--- src/rtl/beat_scheduler.sv ---
// Tempo controller: free-running divider, selectable beat tap, IDLE/COUNTDOWN/RUN/PAUSE
// sequencing and one-cycle beat strobes. Optional tempo speed-up is enabled by SPEEDUP_EN.
module beat_scheduler #(
  parameter int unsigned CNT_W           = 32,
  parameter int unsigned SEL_W           = 5,
  parameter int unsigned BEAT_W          = 16,
  parameter int unsigned DEFAULT_TAP     = 23,
  parameter int unsigned MIN_TAP         = 18,
  parameter int unsigned COUNTDOWN_BEATS = 4,
  parameter int unsigned SPEEDUP_BEATS   = 32
) (
  input  logic              clock,
  input  logic              reset_n,
  input  logic              start,
  input  logic              pause,
  input  logic              stop,
  input  logic [SEL_W-1:0]  tap_sel,
  input  logic              tap_load,
  output logic              tick,
  output logic [BEAT_W-1:0] beat_count,
  output logic [1:0]        state,
  output logic [SEL_W-1:0]  cur_tap
);

  typedef enum logic [1:0] {
    IDLE      = 2'd0,
    COUNTDOWN = 2'd1,
    RUN       = 2'd2,
    PAUSE     = 2'd3
  } state_t;

  localparam int unsigned CD_W = $clog2(COUNTDOWN_BEATS + 1);

  if (COUNTDOWN_BEATS < 1 || SPEEDUP_BEATS < 1 || MIN_TAP >= CNT_W ||
      DEFAULT_TAP >= CNT_W) begin : g_bad_cfg
    $error("beat_scheduler: illegal parameter set");
  end

  function automatic logic tap_bit(input logic [CNT_W-1:0] c, input logic [SEL_W-1:0] t);
    logic [CNT_W-1:0] s;
    s = c >> t;
    return s[0];
  endfunction

  function automatic logic [SEL_W-1:0] clamp_tap(input logic [SEL_W-1:0] t);
    int unsigned tv;
    tv = 32'(t);
    if (tv < MIN_TAP)        return SEL_W'(MIN_TAP);
    else if (tv > CNT_W - 1) return SEL_W'(CNT_W - 1);
    else                     return t;
  endfunction

  state_t            state_q, state_d;
  logic [CNT_W-1:0]  cnt_q, cnt_d;
  logic              prev_q, prev_d;
  logic              tick_q, tick_d;
  logic [BEAT_W-1:0] beat_q, beat_d;
  logic [SEL_W-1:0]  tap_q, tap_d;
  logic [CD_W-1:0]   cd_q, cd_d;
  logic              bit_now;
  logic              beat_evt;

`ifdef SPEEDUP_EN
  localparam int unsigned SPD_W = $clog2(SPEEDUP_BEATS + 1);
  logic [SPD_W-1:0]  spd_q, spd_d;
`endif

  assign bit_now  = tap_bit(cnt_q, tap_q);
  assign beat_evt = bit_now & ~prev_q;

  always_comb begin
    state_d = state_q;
    cnt_d   = cnt_q;
    prev_d  = prev_q;
    tick_d  = 1'b0;
    beat_d  = beat_q;
    tap_d   = tap_q;
    cd_d    = cd_q;
`ifdef SPEEDUP_EN
    spd_d   = spd_q;
`endif
    if (stop) begin
      state_d = IDLE;
      cnt_d   = '0;
      prev_d  = 1'b0;
    end else begin
      unique case (state_q)
        IDLE: begin
          if (tap_load) tap_d = clamp_tap(tap_sel);
          if (start) begin
            state_d = COUNTDOWN;
            cnt_d   = '0;
            prev_d  = 1'b0;
            beat_d  = '0;
            cd_d    = CD_W'(COUNTDOWN_BEATS);
`ifdef SPEEDUP_EN
            spd_d   = '0;
`endif
          end
        end
        COUNTDOWN: begin
          cnt_d  = cnt_q + 1'b1;
          prev_d = bit_now;
          tick_d = beat_evt;
          // Counting on the registered strobe keeps the final countdown tick visible in COUNTDOWN.
          if (tick_q) begin
            cd_d = cd_q - 1'b1;
            if (cd_q == CD_W'(1)) state_d = RUN;
          end
        end
        RUN: begin
          if (pause) begin
            state_d = PAUSE;
          end else begin
            cnt_d  = cnt_q + 1'b1;
            prev_d = bit_now;
            tick_d = beat_evt;
            if (beat_evt) begin
              if (beat_q != '1) beat_d = beat_q + 1'b1;
`ifdef SPEEDUP_EN
              if (spd_q == SPD_W'(SPEEDUP_BEATS - 1)) begin
                spd_d = '0;
                if (tap_q > SEL_W'(MIN_TAP)) begin
                  tap_d  = tap_q - 1'b1;
                  // Resync edge detector to the new tap so the switch itself is not a beat.
                  prev_d = tap_bit(cnt_q, tap_q - 1'b1);
                end
              end else begin
                spd_d = spd_q + 1'b1;
              end
`endif
            end
          end
        end
        PAUSE: begin
          if (!pause) state_d = RUN;
        end
      endcase
    end
  end

  always_ff @(posedge clock or negedge reset_n) begin
    if (!reset_n) begin
      state_q <= IDLE;
      cnt_q   <= '0;
      prev_q  <= 1'b0;
      tick_q  <= 1'b0;
      beat_q  <= '0;
      tap_q   <= SEL_W'(DEFAULT_TAP);
      cd_q    <= '0;
`ifdef SPEEDUP_EN
      spd_q   <= '0;
`endif
    end else begin
      state_q <= state_d;
      cnt_q   <= cnt_d;
      prev_q  <= prev_d;
      tick_q  <= tick_d;
      beat_q  <= beat_d;
      tap_q   <= tap_d;
      cd_q    <= cd_d;
`ifdef SPEEDUP_EN
      spd_q   <= spd_d;
`endif
    end
  end

  assign tick       = tick_q;
  assign beat_count = beat_q;
  assign state      = state_q;
  assign cur_tap    = tap_q;

endmodule

--- config.mk ---
export PLATFORM = sky130hd
export DESIGN_NAME = beat_scheduler
export DESIGN_NICKNAME = d
export VERILOG_FILES = /design/src/rtl/beat_scheduler.sv
export SDC_FILE = /design/constraint.sdc
export NUM_CORES = 1
export LEC_CHECK = 0
export BUFFER_PORTS_ARGS = -buffer_cell sky130_fd_sc_hd__buf_2
export CAP_MARGIN = 20
export CORE_UTILIZATION = 31
export DETAILED_ROUTE_END_ITERATION = 12
export MAX_ROUTING_LAYER = met4
export SKIP_CTS_REPAIR_TIMING = 1
export SLEW_MARGIN = 20
export SYNTH_ARGS = -nofsm -noshare
export SYNTH_HDL_FRONTEND = slang
export SYNTH_SLANG_ARGS = --single-unit
--- constraint.sdc ---
create_clock -name clock -period 7.3 [get_ports clock]
set_clock_uncertainty 0.05 [all_clocks]
set_input_delay 0.365 -clock clock [delete_from_list [all_inputs] [get_ports clock]]
set_output_delay 0.365 -clock clock [all_outputs]
set_load 0.01 [all_outputs]
==> results.cfg, run 1 <==
[yosys]
synthTopCellsByArea = dfrtp_1 39%, mux2i_1 5.4%, nand2_1 5.3%
synth_area_per_cell_um2 = 9.03
ys_warn_count = 0
syn_inst = 393
yosys.area.top_type_share = 0.395
ys_ff_latch = 60
synth_top_area_cell = dfrtp_1
synth-edff-count = 0
synth_cell_types = 53
yosys_most_used_dff = dfrtp_1
yosysSeqAreaShare = 0.424
syn-cell-area_mm2 = 0.00355
synthArstFlopShare = 1.00
synth_nets = 412

[critical_path]
r2r-start = state[0]$_DFFE_PN0P_
arrival_ns = 3.09
startpoint_type = flip-flop
endpoint_kind = flip-flop
crit_type = flip-flop to flip-flop
regToRegEndpoint = beat_count[5]$_DFFE_PN0P_
crit_fanout = 17
r2r_cells = 9
required_ns = 7.44
rrSetupSlack_ns = 4.35

[finish]
n_antenna_cell = 0
drive_above_1_share = 0.155
multi_input_area_mm2 = 0.00194
final_nets = 446
ff_latch_area_mm2 = 0.00151
fillers = 1105
area.growth.synth_to_final_pct = 17.0

[power]
p_clk_frac = 0.340
seq_power_share = 0.350
p_sw_uw = 455
p_leak_nw = 1.83
p_per_area_mw_per_mm2 = 302
ir_worst_vdd_v = 0.000207
power.share.switching = 0.363
power.internal_uw = 798
power_frac_comb = 0.310

[cts]
path_clk_slew_ns = 0.05
insertion_delay_ns = 0.33
cts_buffers = 9
cts-root-buf = clkbuf_16
ctsLongestPathBuffers = 2
cts_max_level = 3
cts_tree = yes
cts.sinks = 60

[sta]
finalHoldViolCount = 0
period_minus_slack_ns = 2.95
min_period_over_period = 0.405
worstMarginPinSlew_ns = 0.798
maxSlewViolCount = 0
maxSlewHeadroom = 0.468
fin_ws_ns = 4.35
fmax_mhz = 339
setup_viol = 0
rsz0062_at_grt = no
fin_tns_setup_ns = 0

[run]
cap_violations = 0

[detailed_routing]
drt_pass1_iterations = 4
ant_nets = 0
dr_total_vias = 3059
drc = 0
vias_per_cell = 5.35
drt_iter0_markers = 191
routed_wl_um = 8250
wire_per_inst_um = 14.4

[status]
status = finished, final reports clean

[place]
gp_congestion = 0.813
portBuffers = 34
post-place-ws_ns = 4.38
dpl.hpwl_um = 5690

[die]
die_y_um = 109
pin_count = 35
core-area_mm2 = 0.0110
initial_utilization = 0.323
dieArea_mm2 = 0.0119
core.rowCount = 38
die_width_um = 109

[grt]
gr-total-overflow = 0
grt_start_max_net_pins = 61
groute.usage.overall = 0.157
grt_pass1_wl_um = 14000
grt_antenna_before_repair = 0
first_global_vias = 2950

[hold_path]
hold_class = primary input to async pin
==> layer usage <==
layer | part of all wire | GRT usage | vias up
met5 | 0 | - | -
met4 | 0.013 | 0.0743 | 0
met3 | 0.050 | 0.0424 | 11
met2 | 0.46 | 0.238 | 84
met1 | 0.47 | 0.193 | 1465
li1 | - | - | 1499
==> cell type report <==
cell class | count | share of cell area
Inverter | 9 | 0.00813
Sequential cell | 60 | 0.363
Clock inverter | 4 | 0.0114
Tap cell | 140 | 0.0422
Multi-Input combinational cell | 310 | 0.467
Timing Repair Buffer | 37 | 0.0464
Clock buffer | 12 | 0.0617
==> Yosys cell counts (all sizes together) (3+ instances only) <==
master and n:
and2 3, nor3 7, nand3b 4, nand2b 7, o21ai 30, nand3 25, xnor2 10, clkbuf 7
dfrtp 56, a21oi 13, a32oi 3, a211oi 3, or3 4, mux2i 19, a22oi 4, a31oi 6
nor2 40, a211o 5, o31ai 13, nand2 50, o211ai 3, and4 6, buf 7, dfstp 4
ha 8, and3 6, nand4 5, nor2b 5, inv 9, xor2 11
==> kinds of logic after synthesis <==
logic type               Yosys count  synth area share
adder cells (fa/ha/maj)            8            0.0282
buffers and inverters             23            0.0285
XOR/XNOR                          21            0.0518
AND/OR/NAND/NOR                  171             0.245
AO/OA/AOI/OAI                     90             0.165
multiplexers                      20            0.0567
flip-flops                        60             0.424
==> worst max path at each step <==
stage	slack, ns	startpoint	to
floorplan	4.73	state[0]$_DFFE_PN0P_	beat_count[9]$_DFFE_PN0P_
global placement	4.49	state[0]$_DFFE_PN0P_	beat_count[9]$_DFFE_PN0P_
detailed placement	4.38	state[0]$_DFFE_PN0P_	beat_count[5]$_DFFE_PN0P_
CTS	4.36	state[0]$_DFFE_PN0P_	beat_count[5]$_DFFE_PN0P_
global route	4.16	state[0]$_DFFE_PN0P_	beat_count[5]$_DFFE_PN0P_
finish	4.35	state[0]$_DFFE_PN0P_	beat_count[5]$_DFFE_PN0P_
==> sequential cells by signal, indices dropped and copies added, names as in the netlist <==
register and flops:
tick 1, prev_q 1, beat_count 16, state 2, cnt_q 32, cur_tap 5, cd_q 3
==> worst max-delay path: stages (launching register included) <==
cell and delay (ns):
dfrtp_1 0.42, inv_1 0.10, ha_1 0.50, mux2i_1 0.13, or4_1 0.41, a41o_1 0.30
inv_2 0.12, nand2_1 0.23, o311ai_0 0.40, nand3_1 0.15
==> cell usage in the layout (no fill, tap or decap), types with 5 or more instances in the layout <==
cell	Yosys	routed
nor2_1	39	39
nand2_1	50	50
a31oi_1	6	6
ha_1	8	8
nand2b_1	7	7
and3_1	6	6
a211o_1	5	5
nor2b_1	5	5
inv_1	8	8
xnor2_1	10	10
xor2_1	11	11
a21oi_1	12	12
o21ai_0	26	26
clkbuf_16	0	9
buf_2	3	34
dfrtp_1	56	56
mux2i_1	19	19
nand4_1	5	5
nand3_1	25	25
o31ai_1	13	13
and4_1	6	6
==> power by group through the flow <==
stage | Clock [mW] | Combinational (mW) | Sequential (mW)
after global routing | 0.451 | 0.439 | 0.448
after floorplan | 0 | 0.304 | 0.423
after detailed placement | 0 | 0.390 | 0.444
after CTS | 0.441 | 0.392 | 0.439
after global placement | 0 | 0.383 | 0.440
final | 0.426 | 0.388 | 0.439
==> metrics by stage <==
step | power, mW | std cells | hold WS (ns) | utilization | instance area [µm²]
after floorplan | 0.726 | 393 | 0.0194 | - | 3550
after global placement | 0.823 | 556 | 0.405 | 0.351 | 3850
after detailed placement | 0.835 | 556 | 0.405 | 0.351 | 3850
after CTS | 1.27 | 572 | 0.170 | 0.378 | 4150
after global routing | 1.34 | 572 | 0.193 | 0.378 | 4150
final | 1.25 | 572 | 0.126 | 0.378 | 4150
Note: power is estimated with default switching activity, not from simulation.
==> inputs of run 2 (changes only) <==
==> constraint.sdc (replaced) <==
create_clock -name clock -period 2.9 [get_ports clock]
set_clock_uncertainty 0.05 [all_clocks]
set_input_delay 0.145 -clock clock [delete_from_list [all_inputs] [get_ports clock]]
set_output_delay 0.145 -clock clock [all_outputs]
set_load 0.01 [all_outputs]
==> run 2 against run 1 <==
Net effect: sequential share of layout area down 0.79 points; critical path depth unchanged; first-iteration DRC count down 14%; global-route usage up 0.26 points; sequential power up 140%; final cell count up 1.9%; via count up 1.0%; utilization up 0.84 points; die area unchanged; register-to-register slack worse by 4.1 ns; critical path type unchanged; critical endpoint is now beat_count[9]$_DFFE_PN0P_.
==> results.cfg, run 2 (synthesis gave the netlist of run 1 again) <==
[hold_path]
hold_class = primary input to flip-flop
whs_path_depth = 3

[run]
cap_violations = 0

[finish]
regMostFlops = cnt_q
final_nets = 457
area.growth.synth_to_final_pct = 19.6
postLayoutCoreUtil = 0.387
final_cell_mix = 56 x dfrtp_1, 50 x nand2_1, 38 x nor2_1
drive_above_1_share = 0.178
largest_reg_flops = 32
n_antenna_cell = 0
final_common_cell = dfrtp_1

[critical_path]
endpoint_kind = flip-flop
crit_fanout = 8
arrival_ns = 2.81
crit_type = flip-flop to flip-flop
startpoint_type = flip-flop
required_ns = 3.06
r2r_cells = 9

[power]
p_per_area_mw_per_mm2 = 761
p_leak_nw = 1.88
ir_worst_vdd_v = 0.000404

[status]
status = finished, final reports clean

[sta]
maxSlewViolCount = 0
rsz0062_at_grt = no
fmax_mhz = 378
min_period_over_period = 0.912
fin_ws_ns = 0.255
worstMarginPinSlew_ns = 0.845
finalHoldViolCount = 0
period_minus_slack_ns = 2.65
maxSlewHeadroom = 0.436
setup_viol = 0
fin_tns_setup_ns = 0

[detailed_routing]
drt_iter0_markers = 164
drt_pass1_iterations = 4
wire_per_inst_um = 14.7
dr_total_vias = 3090
ant_nets = 0
drc = 0
routed_wl_um = 8550
vias_per_cell = 5.30

[cts]
insertion_delay_ns = 0.33
cts.sinks = 60
cts-root-buf = clkbuf_16
ctsLongestPathBuffers = 2
cts_max_level = 3
cts_buffers = 9
path_clk_slew_ns = 0.06
cts_tree = yes

[die]
initial_utilization = 0.323
pin_count = 35
core-area_mm2 = 0.0110
die_y_um = 109
dieArea_mm2 = 0.0119
core.rowCount = 38
die_width_um = 109

[grt]
groute.usage.overall = 0.160
gr-total-overflow = 0
first_global_vias = 2954
grt_pass1_wl_um = 14400
grt_antenna_before_repair = 0
grt_start_max_net_pins = 36

[place]
gp_congestion = 0.795
post-place-ws_ns = 0.232
portBuffers = 34
dpl.hpwl_um = 6010
run 2: layout make-up:
cell class	instances	area, µm²
fillers	1088	6740
multi-input cells	310	1950
flip-flops and latches	60	1510
repair buffers	48	280
clock buffers	10	239
well taps	140	175
clock inverters	6	63.8
inverters	9	33.8
run 2: worst max-delay path, cell delays in order (launching register included):
cell and delay, ns:
dfrtp_1 0.42, inv_1 0.10, ha_1 0.32, mux2i_1 0.11, or4_1 0.39, a41o_1 0.31
or3_4 0.44, nor3b_2 0.19, xnor2_1 0.13, o21ai_1 0.07
run 2: routing by layer:
layer	global-route usage	routed length, µm	vias up
met1	0.201	4040	1496
met5	-	0	-
met3	0.0329	308	10
met2	0.258	4110	67
met4	0.0454	85	0
li1	-	-	1517
run 2: path summary, 6_finish.rpt:
path                                 startpoint                        end  slack, ns
min in group asynchronous               reset_n        cd_q[0]$_DFFE_PN0P_       0.41
max reg2reg                state[0]$_DFFE_PN0P_  beat_count[9]$_DFFE_PN0P_       0.25
max                        state[0]$_DFFE_PN0P_  beat_count[9]$_DFFE_PN0P_       0.25
min reg2reg                  prev_q$_DFFE_PN0P_             tick$_DFF_PN0_       0.42
max in group asynchronous               reset_n     cur_tap[0]$_DFFE_PN1P_       1.59
min                                  tap_sel[2]     cur_tap[2]$_DFFE_PN1P_       0.01
run 2: metrics by stage:
| step | cells | hold slack, ns | cell area (µm²) | power [mW] |
|---|---|---|---|---|
| after floorplan | 393 | -0.201 | 3550 | 1.83 |
| after global placement | 565 | 0.243 | 3920 | 2.13 |
| after detailed placement | 565 | 0.252 | 3920 | 2.16 |
| after CTS | 581 | -0.105 | 4220 | 3.26 |
| after global routing | 583 | 0.0366 | 4250 | 3.44 |
| final | 583 | 0.0117 | 4250 | 3.23 |
run 2: report_power, final:
| part | total [mW] | leakage (nW) | internal (mW) | switching [mW] |
|---|---|---|---|---|
| combinational | 1.09 | 0.922 | 0.402 | 0.688 |
| sequential | 1.06 | 0.814 | 0.939 | 0.124 |
| clock | 1.08 | 0.144 | 0.686 | 0.393 |
